==> src/rtl/resp_memoria_dados_pkg.sv <==
// Core-wide shared definitions for the data-memory responder and its
// neighbours (instruction decoder, load/store initiator).
// Optional feature macro: MISALIGN_CHECK_EN (see resp_memoria_dados.sv).
package resp_memoria_dados_pkg;

  localparam int XLEN          = 64;
  localparam int ADDR_LSB      = 3;   // byte offset bits inside a doubleword
  localparam int DEFAULT_DEPTH = 32;

  // Major opcodes for loads and stores, shared with the instruction decoder.
  localparam logic [6:0] OPCODE_LW = 7'b0000011;
  localparam logic [6:0] OPCODE_SW = 7'b0100011;

  // Responder FSM states.
  typedef enum logic [1:0] {
    IDLE = 2'd0,
    WAIT = 2'd1,
    RESP = 2'd2
  } state_t;

endpackage

==> src/rtl/resp_memoria_dados_if.sv <==
// Request/response handshake bundle between the load/store initiator
// (master) and the data-memory responder (slave).
interface resp_memoria_dados_if;
  import resp_memoria_dados_pkg::*;

  // Request channel
  logic            req_valid;
  logic            req_ready;
  logic            req_we;
  logic [XLEN-1:0] req_addr;
  logic [XLEN-1:0] req_wdata;

  // Response channel
  logic            rsp_valid;
  logic            rsp_ready;
  logic [XLEN-1:0] rsp_rdata;
  logic            rsp_err;

  modport master (
    output req_valid, req_we, req_addr, req_wdata, rsp_ready,
    input  req_ready, rsp_valid, rsp_rdata, rsp_err
  );

  modport slave (
    input  req_valid, req_we, req_addr, req_wdata, rsp_ready,
    output req_ready, rsp_valid, rsp_rdata, rsp_err
  );

endinterface

==> src/rtl/resp_memoria_dados_banco_palavras_mem.sv <==
// banco_palavras_mem: DEPTH x WIDTH word bank with synchronous write,
// registered read port and asynchronous clear of every word.
// The read register doubles as the response data register of the
// responder, so it also has a synchronous clear used when a response retires.
module banco_palavras_mem #(
  parameter int DEPTH = 32,
  parameter int IDX_W = 5,
  parameter int WIDTH = 64
) (
  input  logic             clk,
  input  logic             rst_n,
  input  logic             wr_en,
  input  logic             rd_en,
  input  logic             rd_clr,
  input  logic [IDX_W-1:0] idx,
  input  logic [WIDTH-1:0] wdata,
  output logic [WIDTH-1:0] rdata
);

  logic [WIDTH-1:0] mem [DEPTH];

  // Word array: cleared on reset, one word written per enabled edge.
  // NOTE: resetting every word forces flops instead of a RAM macro; it is
  // kept because reset must leave the whole store reading as zero.
  always_ff @(posedge clk or negedge rst_n) begin
    if (!rst_n) begin
      for (int i = 0; i < DEPTH; i++) begin
        mem[i] <= '0;
      end
    end else if (wr_en) begin
      mem[idx] <= wdata;
    end
  end

  // Registered read port; holds its value until explicitly cleared.
  always_ff @(posedge clk or negedge rst_n) begin
    if (!rst_n) begin
      rdata <= '0;
    end else if (rd_en) begin
      rdata <= mem[idx];
    end else if (rd_clr) begin
      rdata <= '0;
    end
  end

endmodule

==> src/rtl/resp_memoria_dados.sv <==
// resp_memoria_dados: data-memory responder for the core's load/store unit.
// One lw/sw at a time: request handshake in IDLE, LATENCY wait states,
// then the access and a response held until the initiator consumes it.
// Optional feature: define MISALIGN_CHECK_EN to flag accesses whose byte
// address is not doubleword aligned (rsp_err=1, no write, rdata=0).
// Without it, misaligned addresses silently hit the containing doubleword.
module resp_memoria_dados
  import resp_memoria_dados_pkg::*;
#(
  parameter int DEPTH   = DEFAULT_DEPTH,
  parameter int LATENCY = 1
) (
  input logic                 clk,
  input logic                 rst_n,
  resp_memoria_dados_if.slave bus
);

  localparam int         IDX_W    = $clog2(DEPTH);
  localparam logic [3:0] LAT_LOAD = 4'(LATENCY);

  state_t           state;
  logic             req_ready_q;
  logic             rsp_valid_q;
  logic [3:0]       wait_cnt;
  logic             we_q;
  logic [IDX_W-1:0] idx_q;
  logic [XLEN-1:0]  wdata_q;
  logic             misaligned;

  logic             access_now;
  logic             mem_wr_en;
  logic             mem_rd_en;
  logic             mem_rd_clr;
  logic [XLEN-1:0]  mem_rdata;

`ifdef MISALIGN_CHECK_EN
  logic [2:0]       off_q;
  logic             rsp_err_q;
  logic             unused_addr;

  assign misaligned  = (off_q != 3'b000);
  assign unused_addr = ^bus.req_addr[XLEN-1:ADDR_LSB+IDX_W];
`else
  logic             unused_addr;

  assign misaligned  = 1'b0;
  assign unused_addr = ^{bus.req_addr[XLEN-1:ADDR_LSB+IDX_W],
                         bus.req_addr[ADDR_LSB-1:0]};
`endif

  // Handshake FSM: capture in IDLE, count wait states, hold the response.
  // NOTE: all state here updates with <= so every register samples the
  // pre-edge values, independent of statement order.
  always_ff @(posedge clk or negedge rst_n) begin
    if (!rst_n) begin
      state       <= IDLE;
      req_ready_q <= 1'b1;
      rsp_valid_q <= 1'b0;
      wait_cnt    <= '0;
      we_q        <= 1'b0;
      idx_q       <= '0;
      wdata_q     <= '0;
`ifdef MISALIGN_CHECK_EN
      off_q       <= '0;
      rsp_err_q   <= 1'b0;
`endif
    end else begin
      case (state)
        IDLE: begin
          if (bus.req_valid) begin
            we_q        <= bus.req_we;
            idx_q       <= bus.req_addr[ADDR_LSB+IDX_W-1:ADDR_LSB];
            wdata_q     <= bus.req_wdata;
`ifdef MISALIGN_CHECK_EN
            off_q       <= bus.req_addr[2:0];
`endif
            wait_cnt    <= LAT_LOAD;
            req_ready_q <= 1'b0;
            state       <= WAIT;
          end
        end
        WAIT: begin
          if (wait_cnt != 4'd0) begin
            wait_cnt <= wait_cnt - 4'd1;
          end else begin
            // The memory access itself happens on this same edge.
            rsp_valid_q <= 1'b1;
`ifdef MISALIGN_CHECK_EN
            rsp_err_q   <= misaligned;
`endif
            state       <= RESP;
          end
        end
        RESP: begin
          if (bus.rsp_ready) begin
            rsp_valid_q <= 1'b0;
`ifdef MISALIGN_CHECK_EN
            rsp_err_q   <= 1'b0;
`endif
            req_ready_q <= 1'b1;
            state       <= IDLE;
          end
        end
        default: begin
          state       <= IDLE;
          req_ready_q <= 1'b1;
          rsp_valid_q <= 1'b0;
        end
      endcase
    end
  end

  // Word-bank strobes: access on the last wait edge, clear on retire.
  // NOTE: every output gets a default first so no path leaves it unassigned,
  // which would otherwise infer a latch.
  always_comb begin
    access_now = 1'b0;
    mem_wr_en  = 1'b0;
    mem_rd_en  = 1'b0;
    mem_rd_clr = 1'b0;
    if (state == WAIT && wait_cnt == 4'd0) begin
      access_now = 1'b1;
    end
    if (access_now && !misaligned) begin
      if (we_q) begin
        mem_wr_en = 1'b1;
      end else begin
        mem_rd_en = 1'b1;
      end
    end
    if (state == RESP && bus.rsp_ready) begin
      mem_rd_clr = 1'b1;
    end
  end

  banco_palavras_mem #(
    .DEPTH (DEPTH),
    .IDX_W (IDX_W),
    .WIDTH (XLEN)
  ) u_banco (
    .clk    (clk),
    .rst_n  (rst_n),
    .wr_en  (mem_wr_en),
    .rd_en  (mem_rd_en),
    .rd_clr (mem_rd_clr),
    .idx    (idx_q),
    .wdata  (wdata_q),
    .rdata  (mem_rdata)
  );

  assign bus.req_ready = req_ready_q;
  assign bus.rsp_valid = rsp_valid_q;
  assign bus.rsp_rdata = mem_rdata;
`ifdef MISALIGN_CHECK_EN
  assign bus.rsp_err   = rsp_err_q;
`else
  assign bus.rsp_err   = 1'b0;
`endif

endmodule

==> src/flat_wrapper.sv <==
// flat-port wrapper written by rule: the top's interface ports become plain ports
module resp_memoria_dados_flat import resp_memoria_dados_pkg::*;
#(
  parameter int DEPTH   = DEFAULT_DEPTH,
  parameter int LATENCY = 1
)
  (clk, rst_n, bus_req_valid, bus_req_we, bus_req_addr, bus_req_wdata, bus_rsp_ready, bus_req_ready, bus_rsp_valid, bus_rsp_rdata, bus_rsp_err);
  resp_memoria_dados_if bus_i ();
  input logic clk;
  input logic rst_n;
  input wire logic [$bits(bus_i.req_valid)-1:0] bus_req_valid;
  input wire logic [$bits(bus_i.req_we)-1:0] bus_req_we;
  input wire logic [$bits(bus_i.req_addr)-1:0] bus_req_addr;
  input wire logic [$bits(bus_i.req_wdata)-1:0] bus_req_wdata;
  input wire logic [$bits(bus_i.rsp_ready)-1:0] bus_rsp_ready;
  output wire logic [$bits(bus_i.req_ready)-1:0] bus_req_ready;
  output wire logic [$bits(bus_i.rsp_valid)-1:0] bus_rsp_valid;
  output wire logic [$bits(bus_i.rsp_rdata)-1:0] bus_rsp_rdata;
  output wire logic [$bits(bus_i.rsp_err)-1:0] bus_rsp_err;
  assign bus_i.req_valid = bus_req_valid;
  assign bus_i.req_we = bus_req_we;
  assign bus_i.req_addr = bus_req_addr;
  assign bus_i.req_wdata = bus_req_wdata;
  assign bus_i.rsp_ready = bus_rsp_ready;
  assign bus_req_ready = bus_i.req_ready;
  assign bus_rsp_valid = bus_i.rsp_valid;
  assign bus_rsp_rdata = bus_i.rsp_rdata;
  assign bus_rsp_err = bus_i.rsp_err;
  resp_memoria_dados #(.DEPTH(DEPTH), .LATENCY(LATENCY)) u_core (.clk(clk), .rst_n(rst_n), .bus(bus_i));
endmodule
==> config.mk <==
export PLATFORM = sky130hd
export DESIGN_NAME = resp_memoria_dados_flat
export DESIGN_NICKNAME = d
export VERILOG_FILES = /design/src/rtl/resp_memoria_dados_pkg.sv /design/src/rtl/resp_memoria_dados_if.sv /design/src/rtl/resp_memoria_dados_banco_palavras_mem.sv /design/src/rtl/resp_memoria_dados.sv /design/src/flat_wrapper.sv
export SDC_FILE = /design/constraint.sdc
export NUM_CORES = 2
export LEC_CHECK = 0
export CORE_MARGIN = 4
export CORE_UTILIZATION = 50
export CTS_CLUSTER_SIZE = 12
export DETAILED_ROUTE_END_ITERATION = 10
export PLACE_DENSITY_LB_ADDON = 0.15
export SYNTH_ARGS = -nofsm -noshare
export SYNTH_HDL_FRONTEND = slang
export SYNTH_SLANG_ARGS = --single-unit
==> constraint.sdc <==
create_clock -name clk -period 5.8 [get_ports clk]
set_clock_uncertainty 0.1 [all_clocks]
set_input_delay 1.45 -clock clk [delete_from_list [all_inputs] [get_ports clk]]
set_output_delay 1.45 -clock clk [all_outputs]
set_load 0.02 [all_outputs]
==> summary.md <==
| Metric | Value |
|---|---|
| Async SR Flop Fraction | 1.00 |
| Pins Over Slew Limit | 0 |
| Resized Gates After CTS | 0 |
| Hpwl dp | ~150000 um |
| Status | finished, final reports clean |
| CTS tree | done |
| P&R area growth vs syn | 11.6% |
| Fillcell total | 15600 |
| Die span in y | ~450 um |
| Total Nets Final | between 6000 and 7000 |
| Hold crit path type | flop to flop |
| Synthesized cell area | 0.0976 mm2 |
| #FFs+latches synth | 2190 |
| Row count | roughly 160 |
| Clk slew on worst S/H paths | ~0.06 ns |
| Largest net degree at the start of global routing | 161 |
| Share of cells above drive strength 1 | 0.375 |
| CTS root buf | clkbuf_16 |
| Met3 wire len | between 10000 and 15000 um |
| TritonCTS buffer count | 226 |
| Required @ worst endpoint | 6.42 ns |
| Synth Instances | 6922 |
| First-pass GRT wire length | around 400000 um |
| Clock sinks | 2190 |
| Global Route Usage Sum | 0.263 |
| Synth top area share | 0.561 |
| Via-per-instance ratio | 6.15 |
| Ant. Diodes | 0 |
| Top-count cell post-synth | dfrtp_1 |
| Setup TNS | 0 ns |
| Via count | slightly below 60000 |
| Average cell area after synthesis | ~14 um2 |
| Clk buf depth | 3 |
| DR WL met2 | around 130000 um |
| Count of different cell masters after synthesis | between 40 and 50 |
| Total wire length | roughly 270000 um |
| CP Launch Type | flop |
| CP Capture Type | flop |
| Fmax achieved | 214 MHz |
| Worst relative slew slack | 0.0795 |
| Later-pin clock latency in the skew report | about 0.87 ns |
| Multi-input gate area in the final layout | ~0.040 mm2 |
| RSZ-0062 raised after global routing | no |
| Post-synth EDFFs | 0 |
| Leakage | roughly 53 nW |
| Port bufs | approximately 140 |
| Final period utilization | 0.806 |
| Post-route ant nets | 0 |
| Number of buffers added for setup after CTS | 0 |
| Hold-fix buffers at CTS | 0 |
| Sequential share of the synthesized area | 0.562 |
| Die ar. | approximately 0.2 mm2 |
| GR Overflow Total | 0 |
| Drt first pass iters | 5 |
| Core footprint | 0.193 mm2 |
| Post-synth top area cell | dfrtp_1 |
| Power per Cell Area | between 400 and 500 mW/mm2 |
| Starting Density | 0.505 |
| Num ports | 200 |
| CP Class | flop to flop |
| Number of global-route vias before repair | 61200 |
| Period minus WS final | between 4 and 5 ns |
| Initial antenna violation count | 5 |
| Depth of the CTS H-tree | 4 |
| VDD IR max | approximately 360 uV |
| Ranking of synthesized cells by area | dfrtp_1 56%, mux2_2 24%, mux2i_1 11%, o22ai_1 3.3%, clkbuf_1 1.5% |
| DRC Markers | 0 |
| Max Used Layer | met4 |
| Post-place setup slack | 1.27 ns |
| Wirelength per Cell | 28.3 um |
| Commonest cells post-synth | 2189 x dfrtp_1, 2065 x mux2_2, 1024 x mux2i_1 |
| Wire length on met1 | 122000 um |
| Fin. Hold Viols | 0 |
| WP data arrival | roughly 5.3 ns |
| FF/Latch Area | approximately 0.055 mm2 |
| Tightest Pin Transition | about 1.4 ns |
| Most used DFF post-synth | dfrtp_1 |
| Chip width | between 400 and 500 um |
| CP max FO | 26 |
| Final setup viols | 0 |
| Ys Warns | 0 |
| Starting DRT DRC Count | approximately 4300 |
| Final setup margin | roughly 1.1 ns |
| Syn Nets | slightly above 7000 |
| Max cap viols | 0 |
| GPL Wtd Cong | 0.754 |
## metrics by stage
step	power (mW)	cells	instance area, um2	util	hold slack (ns)
finish	50.6	9521	109000	0.564	0.383
global route	53.1	9521	109000	0.564	0.391
CTS	50.9	9521	109000	0.564	0.387
detailed placement	36.5	9110	102000	0.525	0.374
global placement	35.9	9110	102000	0.525	0.367
floorplan	32.0	6922	97600	-	0.357
## cells in the final DEF, fill, tap and decap left out, drive strengths merged, types with 9 or more instances in the layout
cell,synthesis,final
nor2,26,26
dfrtp,2189,2189
o22ai,512,512
buf,272,176
or4,119,119
mux2i,1024,1024
nor4,12,12
clkdlybuf4s50,0,138
mux2,2117,2117
nand2,78,78
nor3,9,9
clkbuf,380,366
clkinv,0,36
o21ai,123,123
## final timing paths
path | start | endpoint | slack (ns) | depth (start not counted)
max in group asynchronous | rst_n | u_core.u_banco.mem[612]$_DFFE_PN0P_ | 3.53 | 2
setup reg to reg | u_core.wait_cnt[0]$_DFFE_PN0P_ | u_core.u_banco.mem[1633]$_DFFE_PN0P_ | 1.12 | 9
min in group asynchronous | rst_n | u_core.u_banco.mem[1606]$_DFFE_PN0P_ | 0.48 | 1
hold / removal | u_core.u_banco.mem[395]$_DFFE_PN0P_ | u_core.u_banco.mem[395]$_DFFE_PN0P_ | 0.38 | 1
setup / recovery | u_core.wait_cnt[0]$_DFFE_PN0P_ | u_core.u_banco.mem[1633]$_DFFE_PN0P_ | 1.12 | 9
hold reg to reg | u_core.u_banco.mem[395]$_DFFE_PN0P_ | u_core.u_banco.mem[395]$_DFFE_PN0P_ | 0.38 | 1
## power by group
group | switching, mW | total [mW] | leakage (nW) | internal [mW]
Combinational | 6.16 | 12.6 | 19.2 | 6.41
Clock | 6.16 | 14.3 | 3.61 | 8.18
Sequential | 4.22 | 23.7 | 30.2 | 19.5
## cell families (layout without fill, tap and decap cells)
logic type | count (synthesis) | after routing | share of synthesized area
compound gates | 643 | 643 | 0.0396
xor+xnor | 2 | 2 | 0.000180
fa+ha+maj | 2 | 2 | 0.000256
buf+inv | 655 | 728 | 0.0299
flops | 2190 | 2190 | 0.562
mux | 3141 | 3141 | 0.349
other cells | 1 | 1 | 0.0000384
simple gates | 288 | 288 | 0.0190
## final cells by class
cell class | count | area share
clock buffers | 366 | 0.0624
clock inverters | 45 | 0.00539
inverters | 3 | 0.000103
multi-input cells | 4077 | 0.369
flip-flops and latches | 2190 | 0.503
well taps | 2526 | 0.0290
repair buffers | 314 | 0.0310
## worst max-delay path, stage by stage, from the launching register on
cell	delay [ns]
dfrtp_1	0.41
inv_1	0.09
ha_1	0.15
nor3b_4	0.50
nand3_1	0.26
nor3_1	0.94
nand3_4	0.65
buf_4	0.54
buf_4	0.41
mux2_2	0.37
## registers in the layout (all words and copies together) (netlist names)
| register | cells |
|---|---|
| u_core.wait_cnt | 4 |
| u_core.wdata_q | 64 |
| u_core.bus.rsp_valid | 1 |
| u_core.idx_q | 5 |
| u_core.state | 2 |
| u_core.bus.req_ready | 1 |
| u_core.we_q | 1 |
| u_core.u_banco.rdata | 64 |
| u_core.u_banco.mem | 2048 |
## per-layer routing
metal,track usage,vias up
met5,0,-
met4,0.0656,0
met3,0.0312,424
met2,0.436,1294
met1,0.373,31700
li1,-,25200
(Power assumes the default switching activity.)
